### config.mk
export PLATFORM = sky130hd
export DESIGN_NAME = mux8_serializer
export DESIGN_NICKNAME = d
export VERILOG_FILES = /design/src/rtl/mux8_serializer.sv
export SDC_FILE = /design/constraint.sdc
export NUM_CORES = 1
export LEC_CHECK = 0
export CAP_MARGIN = 20
export CORE_ASPECT_RATIO = 1.25
export CORE_UTILIZATION = 47
export DETAILED_ROUTE_END_ITERATION = 8
export PLACE_DENSITY = 0.83
export SKIP_CTS_REPAIR_TIMING = 1
export SLEW_MARGIN = 15
export SYNTH_ARGS = -nofsm -noshare
export SYNTH_HDL_FRONTEND = slang
export SYNTH_SLANG_ARGS = --single-unit
### constraint.sdc
create_clock -name clk -period 3.8 [get_ports clk]
set_input_delay 0.76 -clock clk [delete_from_list [all_inputs] [get_ports clk]]
set_output_delay 0.76 -clock clk [all_outputs]
set_load 0.03 [all_outputs]
### src/rtl/mux8_serializer.sv
// Parallel-to-serial front end for an external 8:1 mux: holds a word on the mux
// inputs, walks the select lines through all eight positions and registers Q.
module mux8_serializer #(
    parameter bit LSB_FIRST = 1'b1
) (
    input  logic       clk,
    input  logic       rst_n,
    input  logic [7:0] din,
    input  logic       din_valid,
    output logic       din_ready,
    output logic [7:0] mux_data,
    output logic [2:0] mux_sel,
    input  logic       mux_q,
    output logic       dout,
    output logic       dout_valid,
    output logic       dout_last,
    input  logic       dout_ready
);

    typedef enum logic {
        IDLE  = 1'b0,
        SHIFT = 1'b1
    } state_e;

    localparam logic [2:0] FIRST_SEL = LSB_FIRST ? 3'd0 : 3'd7;

    state_e     state_q, state_d;
    logic [7:0] mux_data_q, mux_data_d;
    logic [2:0] mux_sel_q, mux_sel_d;
    logic [2:0] cnt_q, cnt_d;
    logic       dout_q, dout_d;
    logic       dout_valid_q, dout_valid_d;
    logic       dout_last_q, dout_last_d;

    logic load;
    logic accept;

    always_comb begin
        // NOTE: every signal gets a default here so no path leaves it unassigned,
        // which would otherwise infer a latch.
        state_d      = state_q;
        mux_data_d   = mux_data_q;
        mux_sel_d    = mux_sel_q;
        cnt_d        = cnt_q;
        dout_d       = dout_q;
        dout_valid_d = dout_valid_q;
        dout_last_d  = dout_last_q;

        // The output register may be refilled when it is empty or being drained.
        load      = (state_q == SHIFT) && (!dout_valid_q || dout_ready);
        din_ready = (state_q == IDLE) || (load && (cnt_q == 3'd7));
        accept    = din_valid && din_ready;

        case (state_q)
            IDLE: begin
                mux_sel_d = FIRST_SEL;
                if (dout_valid_q && dout_ready) begin
                    dout_valid_d = 1'b0;
                end
                if (accept) begin
                    mux_data_d = din;
                    cnt_d      = 3'd0;
                    state_d    = SHIFT;
                end
            end
            SHIFT: begin
                if (load) begin
                    dout_d       = mux_q;
                    dout_valid_d = 1'b1;
                    dout_last_d  = (cnt_q == 3'd7);
                    if (cnt_q != 3'd7) begin
                        cnt_d     = cnt_q + 3'd1;
                        mux_sel_d = LSB_FIRST ? (mux_sel_q + 3'd1) : (mux_sel_q - 3'd1);
                    end else if (accept) begin
                        // Chain straight into the next word without a bubble.
                        mux_data_d = din;
                        cnt_d      = 3'd0;
                        mux_sel_d  = FIRST_SEL;
                    end else begin
                        mux_sel_d = FIRST_SEL;
                        state_d   = IDLE;
                    end
                end
            end
            default: state_d = IDLE;
        endcase
    end

    // NOTE: sequential state uses non-blocking assignments so every flop samples
    // the pre-edge values computed above, independent of statement order.
    always_ff @(posedge clk or negedge rst_n) begin
        if (!rst_n) begin
            state_q      <= IDLE;
            mux_data_q   <= 8'h00;
            mux_sel_q    <= 3'd0;
            cnt_q        <= 3'd0;
            dout_q       <= 1'b0;
            dout_valid_q <= 1'b0;
            dout_last_q  <= 1'b0;
        end else begin
            state_q      <= state_d;
            mux_data_q   <= mux_data_d;
            mux_sel_q    <= mux_sel_d;
            cnt_q        <= cnt_d;
            dout_q       <= dout_d;
            dout_valid_q <= dout_valid_d;
            dout_last_q  <= dout_last_d;
        end
    end

    assign mux_data   = mux_data_q;
    assign mux_sel    = mux_sel_q;
    assign dout       = dout_q;
    assign dout_valid = dout_valid_q;
    assign dout_last  = dout_last_q;

endmodule

After elaboration in Yosys (flattened, before gate mapping)
Cells that the tools add are included.
- multiplexer cells: 18
- bitwise gates (word level): 1
- equality and inequality tests: 5
- $add $sub $neg: 2
- reduce and logical (&&, ||, !) cells: 10
- operator list (kind ; count):
    $mux 8 ; 3
    $pmux 8 s2 ; 1
    $mux 3 ; 5
    $pmux 3 s2 ; 2
    $add 3x1->3 const B ; 2
    $reduce_and 2->1 ; 3
    $mux 1 ; 5
    $logic_and 1x1->1 ; 4
    $ne 2x1->1 const B ; 2
    $pmux 1 s2 ; 2
    $eq 3x3->1 const B ; 1
    $ne 3x3->1 const B ; 1
    $logic_or 1x1->1 ; 2
    $ne 2x2->1 const B ; 1
    $logic_not 1->1 ; 1
    $not 1->1 ; 1
- input port bits: 13
- logic and storage cells: 43
- flip-flop bits (word level): 18

Longest topological paths before layout
Gate-level depths: netlist of the first run.
- depth in word-level cells: 10
- mapped depth: 5
- gate-level depth less buffers: 5

Worst setup path before layout of the first run
OpenSTA, ideal clock, no wires.
- kind: input to output
- from: in dout_ready
- to: out din_ready
- arrival: 1.670 ns
- setup slack: 1.370 ns
- stages: 3
- cell sequence: nor2b_4 > clkbuf_8 > o21ai_0
- word-level cells in the longest chain between the ends: 4
- ends and longest elaborated chain (element ; line ; RTL):
    start, declared ; 17 ; input logic dout_ready
    $logic_or 1x1->1 ; 50 ; load = (state_q == SHIFT) && (!dout_valid_q || dout_ready);
    $logic_and 1x1->1 ; 50 ;
    $logic_and 1x1->1 ; 51 ; din_ready = (state_q == IDLE) || (load && (cnt_q == 3'd7));
    $logic_or 1x1->1 ; 51 ;
    end, declared ; 10 ; output logic din_ready,
No other way between the ends.

Worst setup path in the final report of the first run
Ends and elaborated chain as after synthesis.

==> results of run 1 <==
power breakdown:
group | switching (mW) | leakage [nW] | total [mW] | internal (mW)
Combinational | 0.226 | 0.273 | 0.440 | 0.214
Sequential | 0.0518 | 0.211 | 0.321 | 0.269
Clock | 0.0593 | 0.0210 | 0.118 | 0.0583
Total | 0.337 | 0.505 | 0.879 | 0.542
state kept, by name, indices dropped and copies added (netlist names):
signal,flops
mux_data,8
cnt_q,3
mux_sel,3
dout,1
dout_last,1
dout_valid,1
state_q,1
layer usage:
layer | vias to the layer above | wire length, um | track usage
li1 | 291 | - | -
met1 | 265 | 678 | 0.239
met2 | 23 | 712 | 0.287
met3 | 0 | 97 | 0.0548
met4 | 0 | 0 | 0.0517
met5 | - | 0 | 0
Yosys cell counts (all sizes together):
library cell / n
inv: 2
or3: 2
nand2: 8
clkbuf: 1
nand3: 1
and3: 2
ha: 3
mux2: 10
a311o: 2
nand2b: 2
or2b: 1
nor3: 2
o21ai: 2
dfrtp: 18
a21boi: 2
buf: 1
a21oi: 2
o22ai: 2
nor2b: 3
kinds of logic (layout without fill, tap and decap cells):
family	after synthesis	after routing	share of synthesized area
muxes	10	10	0.134
AOI/OAI and AO/OA	10	10	0.100
DFF	18	18	0.537
adders and majority gates	3	3	0.0448
buffers and inverters	4	33	0.0343
and+or+nand+nor	21	21	0.149
final cells by class:
class	instances	area share
inverters	2	0.00655
well taps	18	0.0197
clock buffers	4	0.0317
multi-input cells	44	0.313
repair buffers	27	0.236
flip-flops and latches	18	0.393
critical path: cells and delay by family:
family                 cells  cell delay [ps]
buffers and inverters      2             1230
AO/OA/AOI/OAI              1              210
AND/OR/NAND/NOR            1               90
final timing paths:
kind / start / end / slack (ps) / depth (start not counted)
worst max-delay path: dout_ready / din_ready / 760 / 4
worst min-delay path: mux_data[1]$_DFFE_PN0P_ / mux_data[1]$_DFFE_PN0P_ / 520 / 1
worst max register to register: cnt_q[0]$_DFFE_PN0N_ / cnt_q[1]$_DFFE_PN0N_ / 2090 / 5
worst min register to register: mux_data[1]$_DFFE_PN0P_ / mux_data[1]$_DFFE_PN0P_ / 520 / 1
max in group asynchronous: rst_n / mux_data[0]$_DFFE_PN0P_ / 2390 / 1
min in group asynchronous: rst_n / mux_data[7]$_DFFE_PN0P_ / 920 / 1
placed cells by master (no fill, tap or decap):
| master | synthesis | layout |
|---|---|---|
| nand2b_4 | 1 | 1 |
| inv_1 | 2 | 2 |
| ha_1 | 3 | 3 |
| mux2_2 | 10 | 10 |
| clkdlybuf4s50_1 | 0 | 27 |
| clkbuf_8 | 1 | 1 |
| or3_1 | 2 | 2 |
| nand2b_1 | 1 | 1 |
| a21oi_1 | 2 | 2 |
| dfrtp_1 | 18 | 18 |
| or2b_2 | 1 | 1 |
| o22ai_4 | 1 | 1 |
| nand3_1 | 1 | 1 |
| nand2_1 | 8 | 8 |
| clkbuf_4 | 0 | 3 |
| nor3_1 | 2 | 2 |
| a311o_2 | 2 | 2 |
| o22ai_1 | 1 | 1 |
| o21ai_0 | 2 | 2 |
| nor2b_1 | 2 | 2 |
| nor2b_4 | 1 | 1 |
| and3_1 | 2 | 2 |
| a21boi_0 | 2 | 2 |
==> impl_metrics.sql, run 1 <==
INSERT INTO impl_metrics (metric_group, metric, value, unit) VALUES
('status', 'outcome', 'finished clean', ''),
('critical_path', 'startpoint_class_of_the_critical_path', 'input pin', ''),
('drt', 'wl_per_cell', '13.2', 'um'),
('critical_path', 'crit_arrival', '2280', 'ps'),
('cells_and_area', 'final_cells', '113', ''),
('yosys', 'synth.cell_area', '838', 'um^2'),
('drt', 'detail_route.first_pass.iterations', '4', ''),
('clock_tree', 'cts_inserted_buffers', '3', ''),
('cells_and_area', 'final_nets', '112', ''),
('yosys', 'yosysWarningCount', '0', ''),
('clock_tree', 'clock-sinks', '18', ''),
('timing', 'post_route_worst_setup_slack', '757', 'ps'),
('critical_path', 'cp_slowest_cell', 'clkdlybuf4s50_1', ''),
('timing', 'worst_pin_slew', '795', 'ps'),
('critical_path', 'worstSetupPathType', 'input pin to output port', ''),
('place', 'placed_cell_area', '1110', 'um^2'),
('timing', 'timing.final.max_slew_violations', '0', ''),
('pwr', 'design_power_total', '0.879', 'mW'),
('timing', 'rsz0062_at_grt', 'false', ''),
('place', 'routability_congestion_estimate_from_global_placement', '0.701', ''),
('critical_path', 'crit_path_cell_trace', 'clkdlybuf4s50_1 -> nor2b_4 -> o21ai_0 -> clkdlybuf4s50_1', ''),
('critical_path', 'worst_path_fanout_max', '11', ''),
('die', 'die-height', '49.2', 'um'),
('clock_tree', 'clock_tree.buffer_depth', '2', ''),
('critical_path', 'crit_top_cell', 'clkdlybuf4s50_1', ''),
('drt', 'remaining_drc_errors', '0', ''),
('yosys', 'ys_seq_area_frac', '0.537', ''),
('drt', 'postRouteAntennaNets', '0', ''),
('critical_path', 'critPathMaxStageDelay', '710', 'ps'),
('cells_and_area', 'multi_input_comb_area', '359', 'um^2'),
('grt', 'track_usage', '0.183', ''),
('grt', 'global_route_wire_length_before_repair', '2480', 'um'),
('cells_and_area', 'post_route_cells_drive_above_1_share', '0.211', ''),
('die', 'floorplan.core_area', '1620', 'um^2'),
('min_path', 'hold_class', 'flip-flop to flip-flop', ''),
('drt', 'vias_per_cell', '5.12', ''),
('die', 'die_w', '39.8', 'um'),
('yosys', 'synth_seq_cells', '18', ''),
('clock_tree', 'clockRootBuffer', 'clkbuf_4', ''),
('pwr', 'power_per_cell_area', '767', 'nW/um^2'),
('timing', 'finalClockSkew', '2.82', 'ps'),
('yosys', 'yosys.cell_types.count', '22', ''),
('timing', 'fin_setup_tns', '0', 'ps'),
('place', 'dpl.cell_count', '109', ''),
('critical_path', 'required', '3040', 'ps'),
('cells_and_area', 'design_area', '1150', 'um^2'),
('drt', 'final_wirelength', '1490', 'um'),
('timing', 'post-route-period-util', '0.801', ''),
('drt', 'drt_first_iter_violations', '7', ''),
('cells_and_area', 'area.sequential', '450', 'um^2'),
('cells_and_area', 'postLayoutCoreUtil', '0.707', ''),
('clock_tree', 'worstSkewPairLatency', '290', 'ps'),
('drt', 'routed-via-count', '579', ''),
('yosys', 'synth_fp_nets', '82', ''),
('cells_and_area', 'area_growth', '36.7', '%'),
('timing', 'worst_hold_slack', '515', 'ps'),
('yosys', 'synth_top_cell_by_area', 'dfrtp_1', ''),
('timing', 'setup_viol', '0', ''),
('timing', 'timing.final.crit_period', '3040', 'ps'),
('cells_and_area', 'fillerInstances', '116', ''),
('clock_tree', 'clk_pin_slew_worst_paths', '100', 'ps'),
('grt', 'pin_count_of_the_biggest_net_entering_global_routing', '19', ''),
('grt', 'grt_antenna_before_repair', '0', ''),
('yosys', 'yosysTopAreaCellShare', '0.537', ''),
('place', 'placement.io_buffers', '27', ''),
('place', 'post-dp-hpwl', '1090', 'um'),
('place', 'pre_cts_ws', '761', 'ps'),
('clock_tree', 'tritoncts', 'done', ''),
('die', 'initial_standard_cell_utilization_of_the_core', '0.517', ''),
('critical_path', 'timing.critical_path.to_type', 'output port', ''),
('job', 'maxCapViolations', '0', ''),
('cells_and_area', 'antenna-diode-count', '0', ''),
('timing', 'fmax', '329', 'MHz'),
('grt', 'grt_pass1_vias', '587', ''),
('die', 'io_pins', '28', ''),
('yosys', 'postSynthCellCount', '66', ''),
('pwr', 'irDropWorstVdd', '514', 'uV'),
('grt', 'remaining_global_route_overflow', '0', ''),
('yosys', 'postSynthAreaPerCell', '12.7', 'um^2'),
('timing', 'hold_viol', '0', ''),
('die', 'std_cell_rows', '16', ''),
('pwr', 'p_leak', '0.505', 'nW'),
('clock_tree', 'h_tree_lvls', '1', ''),
('yosys', 'ys_top_cells_by_area', 'dfrtp_1, mux2_2, ha_1, nand2_1, a311o_2', ''),
('die', 'dieArea', '1960', 'um^2'),
('timing', 'max_slew_margin', '0.469', '');
No activity file was read; power rests on OpenSTA's default activity.
==> run 2: changes to the inputs <==
Settings changed: CORE_UTILIZATION 47 to 44, PLACE_DENSITY 0.83 to 0.78.
Clock period 3.8 ns to 3.15 ns, I/O delays scaled along.
==> run 2 against run 1 <==
Net effect: first-iteration DRC count is 71% higher; non-clock buffer count unchanged; die area up 6.5%; clock power down 7%; sequential power grew 20%; cell count unchanged; setup slack worse by 390 ps; global-route usage fell by 1.7 points; critical path depth is the same; hold slack improved by 2.6 ps; critical endpoint unchanged.
==> impl_metrics.sql, run 2 (synthesis gave the netlist of run 1 again) <==
INSERT INTO impl_metrics (metric_group, metric, value, unit) VALUES
('status', 'outcome', 'finished clean', ''),
('place', 'placement.io_buffers', '27', ''),
('grt', 'remaining_global_route_overflow', '0', ''),
('drt', 'wl_per_cell', '13.3', 'um'),
('critical_path', 'cp_slowest_cell', 'clkdlybuf4s50_1', ''),
('critical_path', 'startpoint_class_of_the_critical_path', 'input pin', ''),
('drt', 'postRouteAntennaNets', '0', ''),
('clock_tree', 'clk_pin_slew_worst_paths', '90', 'ps'),
('cells_and_area', 'flip_flop_count_of_the_largest_register_after_layout', '8', ''),
('clock_tree', 'tritoncts', 'done', ''),
('cells_and_area', 'fillerInstances', '155', ''),
('timing', 'timing.final.crit_period', '2780', 'ps'),
('critical_path', 'crit_arrival', '2150', 'ps'),
('timing', 'post-route-period-util', '0.883', ''),
('clock_tree', 'worstSkewPairLatency', '280', 'ps'),
('pwr', 'p_switching', '0.399', 'mW'),
('drt', 'routed-via-count', '602', ''),
('grt', 'global_route_wire_length_before_repair', '2340', 'um'),
('pwr', 'power_per_cell_area', '905', 'nW/um^2'),
('drt', 'detail_route.first_pass.iterations', '4', ''),
('cells_and_area', 'post_route_cells_drive_above_1_share', '0.202', ''),
('cells_and_area', 'most-common-layout-cells', 'clkdlybuf4s50_1, dfrtp_1, mux2_2', ''),
('die', 'dieArea', '2080', 'um^2'),
('cells_and_area', 'final_cells', '113', ''),
('drt', 'vias_per_cell', '5.33', ''),
('timing', 'max_slew_margin', '0.467', ''),
('clock_tree', 'clock_tree.buffer_depth', '2', ''),
('grt', 'pin_count_of_the_biggest_net_entering_global_routing', '19', ''),
('place', 'routability_congestion_estimate_from_global_placement', '0.627', ''),
('die', 'std_cell_rows', '17', ''),
('clock_tree', 'h_tree_lvls', '1', ''),
('critical_path', 'critPathMaxStageDelay', '700', 'ps'),
('pwr', 'power.share.combinational', '0.517', ''),
('cells_and_area', 'final_nets', '112', ''),
('clock_tree', 'clock-sinks', '18', ''),
('timing', 'rsz0062_at_grt', 'false', ''),
('die', 'die_w', '41.0', 'um'),
('grt', 'track_usage', '0.167', ''),
('drt', 'remaining_drc_errors', '0', ''),
('drt', 'drt_first_iter_violations', '12', ''),
('pwr', 'share_clk_of_total_power', '0.107', ''),
('grt', 'grt_pass1_vias', '571', ''),
('cells_and_area', 'antenna-diode-count', '0', ''),
('critical_path', 'crit_top_cell', 'clkdlybuf4s50_1', ''),
('die', 'die-height', '50.8', 'um'),
('critical_path', 'worstSetupPathType', 'input pin to output port', ''),
('timing', 'fmax', '360', 'MHz'),
('job', 'maxCapViolations', '0', ''),
('timing', 'finalClockSkew', '2.87', 'ps'),
('timing', 'fin_setup_tns', '0', 'ps'),
('timing', 'timing.final.max_slew_violations', '0', ''),
('pwr', 'power.share.sequential', '0.377', ''),
('pwr', 'power.switching_fraction', '0.389', ''),
('clock_tree', 'cts_inserted_buffers', '3', ''),
('place', 'dpl.cell_count', '110', ''),
('pwr', 'irDropWorstVdd', '511', 'uV'),
('die', 'io_pins', '28', ''),
('critical_path', 'crit_path_cell_trace', 'clkdlybuf4s50_1 -> nor2b_4 -> o21ai_0 -> clkdlybuf4s50_1', ''),
('critical_path', 'required', '2520', 'ps'),
('pwr', 'p_leak', '0.498', 'nW'),
('critical_path', 'timing.critical_path.to_type', 'output port', ''),
('clock_tree', 'clockRootBuffer', 'clkbuf_4', ''),
('timing', 'worst_pin_slew', '798', 'ps'),
('die', 'floorplan.core_area', '1790', 'um^2'),
('cells_and_area', 'area_growth', '35.2', '%'),
('die', 'initial_standard_cell_utilization_of_the_core', '0.469', ''),
('drt', 'final_wirelength', '1500', 'um'),
('cells_and_area', 'mostFrequentLayoutCell', 'clkdlybuf4s50_1', ''),
('pwr', 'p_int', '0.627', 'mW'),
('min_path', 'hold_class', 'flip-flop to flip-flop', ''),
('timing', 'hold_viol', '0', ''),
('place', 'post-dp-hpwl', '1150', 'um'),
('critical_path', 'worst_path_fanout_max', '11', ''),
('grt', 'grt_antenna_before_repair', '0', ''),
('timing', 'setup_viol', '0', '');
-- run 2: cell count changes in the layout (fill, tap and decap cells not counted) --
cell and delta:
clkbuf_8 -1
-- run 2: path summary, 6_finish.rpt --
path,from,to,slack [ps],depth (start not counted)
setup / recovery,dout_ready,din_ready,370,4
min in group asynchronous,rst_n,mux_sel[2]$_DFFE_PN0N_,800,1
hold / removal,mux_data[6]$_DFFE_PN0P_,mux_data[6]$_DFFE_PN0P_,520,1
max in group asynchronous,rst_n,cnt_q[1]$_DFFE_PN0N_,1860,1
setup reg to reg,cnt_q[0]$_DFFE_PN0N_,cnt_q[2]$_DFFE_PN0N_,1440,5
hold reg to reg,mux_data[6]$_DFFE_PN0P_,mux_data[6]$_DFFE_PN0P_,520,1
-- run 2: critical path, delay by kind of cell --
family | cells | cell delay [ps]
buffers and inverters | 2 | 1220
AOI/OAI and AO/OA | 1 | 200
and+or+nand+nor | 1 | 90
-- run 2: per-layer routing --
layer / global-route usage / wire [um] / vias to the layer above / share of wire
li1: - / - / 291 / -
met1: 0.199 / 607 / 278 / 0.40
met2: 0.268 / 759 / 29 / 0.51
met3: 0.0442 / 115 / 4 / 0.077
met4: 0.0667 / 19 / 0 / 0.013
met5: 0 / 0 / - / 0
-- run 2: power by group through the flow --
stage | clock network, mW | logic (mW) | registers [mW]
2_1_floorplan | 0 | 0.184 | 0.532
3_3_place_gp | 0 | 0.525 | 0.386
6_report | 0.110 | 0.530 | 0.386
5_1_grt | 0.123 | 0.567 | 0.400
4_1_cts | 0.115 | 0.536 | 0.388
3_5_place_dp | 0 | 0.534 | 0.392
-- run 2: final cells by class --
| class | count | area [um^2] | area share |
|---|---|---|---|
| tap | 19 | 23.8 | 0.0210 |
| multi-input combinational | 44 | 359 | 0.317 |
| timing repair buffer | 27 | 270 | 0.238 |
| inverter | 2 | 7.51 | 0.00662 |
| sequential | 18 | 450 | 0.397 |
| clock buffer | 3 | 22.5 | 0.0199 |
-- run 2: metrics by stage --
stage	util	setup WS [ps]	power, mW	area, um^2	hold slack [ps]
floorplan	-	979	0.716	838	334
global placement	0.622	381	0.911	1110	489
detailed placement	0.622	367	0.925	1110	495
CTS	0.634	361	1.04	1130	523
global route	0.634	281	1.09	1130	541
finish	0.634	370	1.03	1130	518
==> run 3: changes to the inputs <==
Settings changed: CORE_UTILIZATION 44 to 47, CTS_CLUSTER_DIAMETER set to 100, PLACE_DENSITY 0.78 to 0.83.
Clock period 3.15 ns to 3.4 ns, I/O delays scaled along.
==> run 3 against run 2 <==
Net effect: via count is the same; setup slack improved by 150 ps; hold slack worse by 0.82 ps; final area is 0.11% lower; critical path type unchanged; largest cell class unchanged; largest power group unchanged.
==> impl_metrics.sql, run 3 (synthesis gave the netlist of run 1 again) <==
INSERT INTO impl_metrics (metric_group, metric, value, unit) VALUES
('status', 'outcome', 'finished clean', ''),
('clock_tree', 'clock_tree.buffer_depth', '2', ''),
('die', 'std_cell_rows', '16', ''),
('pwr', 'p_switching', '0.374', 'mW'),
('drt', 'remaining_drc_errors', '0', ''),
('timing', 'fin_setup_tns', '0', 'ps'),
('min_path', 'startpoint_of_the_tightest_hold_check_path', 'mux_data[3]$_DFFE_PN0P_', ''),
('pwr', 'share_clk_of_total_power', '0.105', ''),
('critical_path', 'cp_top_family', 'buffers and inverters', ''),
('critical_path', 'crit_top_cell', 'clkdlybuf4s50_1', ''),
('critical_path', 'crit_path_cell_trace', 'clkdlybuf4s50_1 -> nor2b_4 -> o21ai_0 -> clkdlybuf4s50_1', ''),
('cells_and_area', 'flip_flop_count_of_the_largest_register_after_layout', '8', ''),
('critical_path', 'cp_slowest_cell', 'clkdlybuf4s50_1', ''),
('die', 'floorplan.core_area', '1620', 'um^2'),
('drt', 'detail_route.first_pass.iterations', '4', ''),
('place', 'placed_cell_area', '1110', 'um^2'),
('timing', 'max_slew_margin', '0.471', ''),
('critical_path', 'worst_path_fanout_max', '11', ''),
('pwr', 'power.share.sequential', '0.375', ''),
('cells_and_area', 'most-common-layout-cells', 'clkdlybuf4s50_1, dfrtp_1, mux2_2', ''),
('drt', 'drt_first_iter_violations', '6', ''),
('critical_path', 'timing.critical_path.to_type', 'output port', ''),
('pwr', 'p_leak', '0.498', 'nW'),
('grt', 'met1_grt_util', '0.246', ''),
('clock_tree', 'h_tree_lvls', '1', ''),
('die', 'io_pins', '28', ''),
('clock_tree', 'clockRootBuffer', 'clkbuf_4', ''),
('pwr', 'design_power_total', '0.957', 'mW'),
('place', 'post-dp-hpwl', '1120', 'um'),
('pwr', 'power.switching_fraction', '0.391', ''),
('cells_and_area', 'area_growth', '35.1', '%'),
('grt', 'grt_pass1_vias', '630', ''),
('cells_and_area', 'fillerInstances', '116', ''),
('critical_path', 'worstSetupPathType', 'input pin to output port', ''),
('grt', 'grtUsageMet2', '0.311', ''),
('place', 'pre_cts_ws', '526', 'ps'),
('drt', 'wl_per_cell', '13.4', 'um'),
('grt', 'remaining_global_route_overflow', '0', ''),
('cells_and_area', 'final_cells', '112', ''),
('drt', 'final_wirelength', '1510', 'um'),
('cells_and_area', 'mostFrequentLayoutCell', 'clkdlybuf4s50_1', ''),
('die', 'die-height', '49.2', 'um'),
('critical_path', 'reg2reg_from', 'cnt_q[0]$_DFFE_PN0N_', ''),
('timing', 'post-route-period-util', '0.846', ''),
('drt', 'postRouteAntennaNets', '0', ''),
('grt', 'grt.busiest_layer', 'met2', ''),
('critical_path', 'startpoint_class_of_the_critical_path', 'input pin', ''),
('timing', 'timing.final.max_slew_violations', '0', ''),
('grt', 'pin_count_of_the_biggest_net_entering_global_routing', '19', ''),
('timing', 'timing.final.crit_period', '2880', 'ps'),
('critical_path', 'cp_num_buf_inv', '2', ''),
('job', 'maxCapViolations', '0', ''),
('min_path', 'hold_class', 'flip-flop to flip-flop', ''),
('cells_and_area', 'area.sequential', '450', 'um^2'),
('grt', 'track_usage', '0.196', ''),
('critical_path', 'required', '2720', 'ps'),
('timing', 'post_route_worst_setup_slack', '524', 'ps'),
('timing', 'fmax', '348', 'MHz'),
('cells_and_area', 'postLayoutCoreUtil', '0.698', ''),
('cells_and_area', 'post_route_cells_drive_above_1_share', '0.202', ''),
('grt', 'grt_antenna_before_repair', '0', ''),
('clock_tree', 'tritoncts', 'done', ''),
('die', 'initial_standard_cell_utilization_of_the_core', '0.517', ''),
('timing', 'worst_hold_slack', '517', 'ps'),
('cells_and_area', 'design_area', '1130', 'um^2'),
('critical_path', 'startpoint', 'dout_ready', ''),
('timing', 'finalClockSkew', '3.34', 'ps'),
('die', 'die_w', '39.8', 'um'),
('place', 'routability_congestion_estimate_from_global_placement', '0.701', ''),
('grt', 'global_route_wire_length_before_repair', '2630', 'um'),
('grt', 'met3_usage', '0.0411', ''),
('cells_and_area', 'multi_input_comb_area', '359', 'um^2'),
('pwr', 'power_per_cell_area', '845', 'nW/um^2'),
('clock_tree', 'worstSkewPairLatency', '280', 'ps'),
('cells_and_area', 'final_nets', '112', ''),
('cells_and_area', 'antenna-diode-count', '0', ''),
('place', 'dpl.cell_count', '109', ''),
('pwr', 'power.share.combinational', '0.519', ''),
('place', 'placement.io_buffers', '27', ''),
('drt', 'vias_per_cell', '5.38', ''),
('critical_path', 'crit_arrival', '2200', 'ps'),
('timing', 'setup_viol', '0', ''),
('pwr', 'irDropWorstVdd', '511', 'uV'),
('critical_path', 'critPathMaxStageDelay', '700', 'ps'),
('clock_tree', 'clk_pin_slew_worst_paths', '100', 'ps'),
('drt', 'routed-via-count', '602', ''),
('timing', 'worst_pin_slew', '790', 'ps'),
('clock_tree', 'cts_inserted_buffers', '3', ''),
('timing', 'rsz0062_at_grt', 'false', ''),
('clock_tree', 'clock-sinks', '18', ''),
('timing', 'hold_viol', '0', ''),
('die', 'dieArea', '1960', 'um^2'),
('pwr', 'p_int', '0.583', 'mW');
run 3: layout make-up:
type	count	area share
multi-input cells	44	0.317
flip-flops and latches	18	0.398
repair buffers	27	0.239
clock buffers	3	0.0199
well taps	18	0.0199
inverters	2	0.00663
run 3: power by group through the flow:
stage	combinational, mW	clock, mW	sequential (mW)
after global placement	0.486	0	0.357
after detailed placement	0.500	0	0.364
after global routing	0.534	0.115	0.376
final	0.497	0.101	0.359
after floorplan	0.171	0	0.493
after CTS	0.502	0.106	0.361
run 3: worst paths after layout:
| path | slack, ps | cells after the start | end |
|---|---|---|---|
| worst max-delay path | 520 | 4 | din_ready |
| worst min-delay path | 520 | 1 | mux_data[3]$_DFFE_PN0P_ |
| worst max register to register | 1690 | 5 | cnt_q[2]$_DFFE_PN0N_ |
| worst min register to register | 520 | 1 | mux_data[3]$_DFFE_PN0P_ |
| max in group asynchronous | 2060 | 1 | mux_data[7]$_DFFE_PN0P_ |
| min in group asynchronous | 850 | 1 | mux_data[4]$_DFFE_PN0P_ |
run 3: metal layers:
| metal | vias up | wire (um) |
|---|---|---|
| li1 | 290 | - |
| met2 | 23 | 776 |
| met1 | 289 | 638 |
| met3 | 0 | 90 |
| met5 | - | 0 |
| met4 | 0 | 0 |
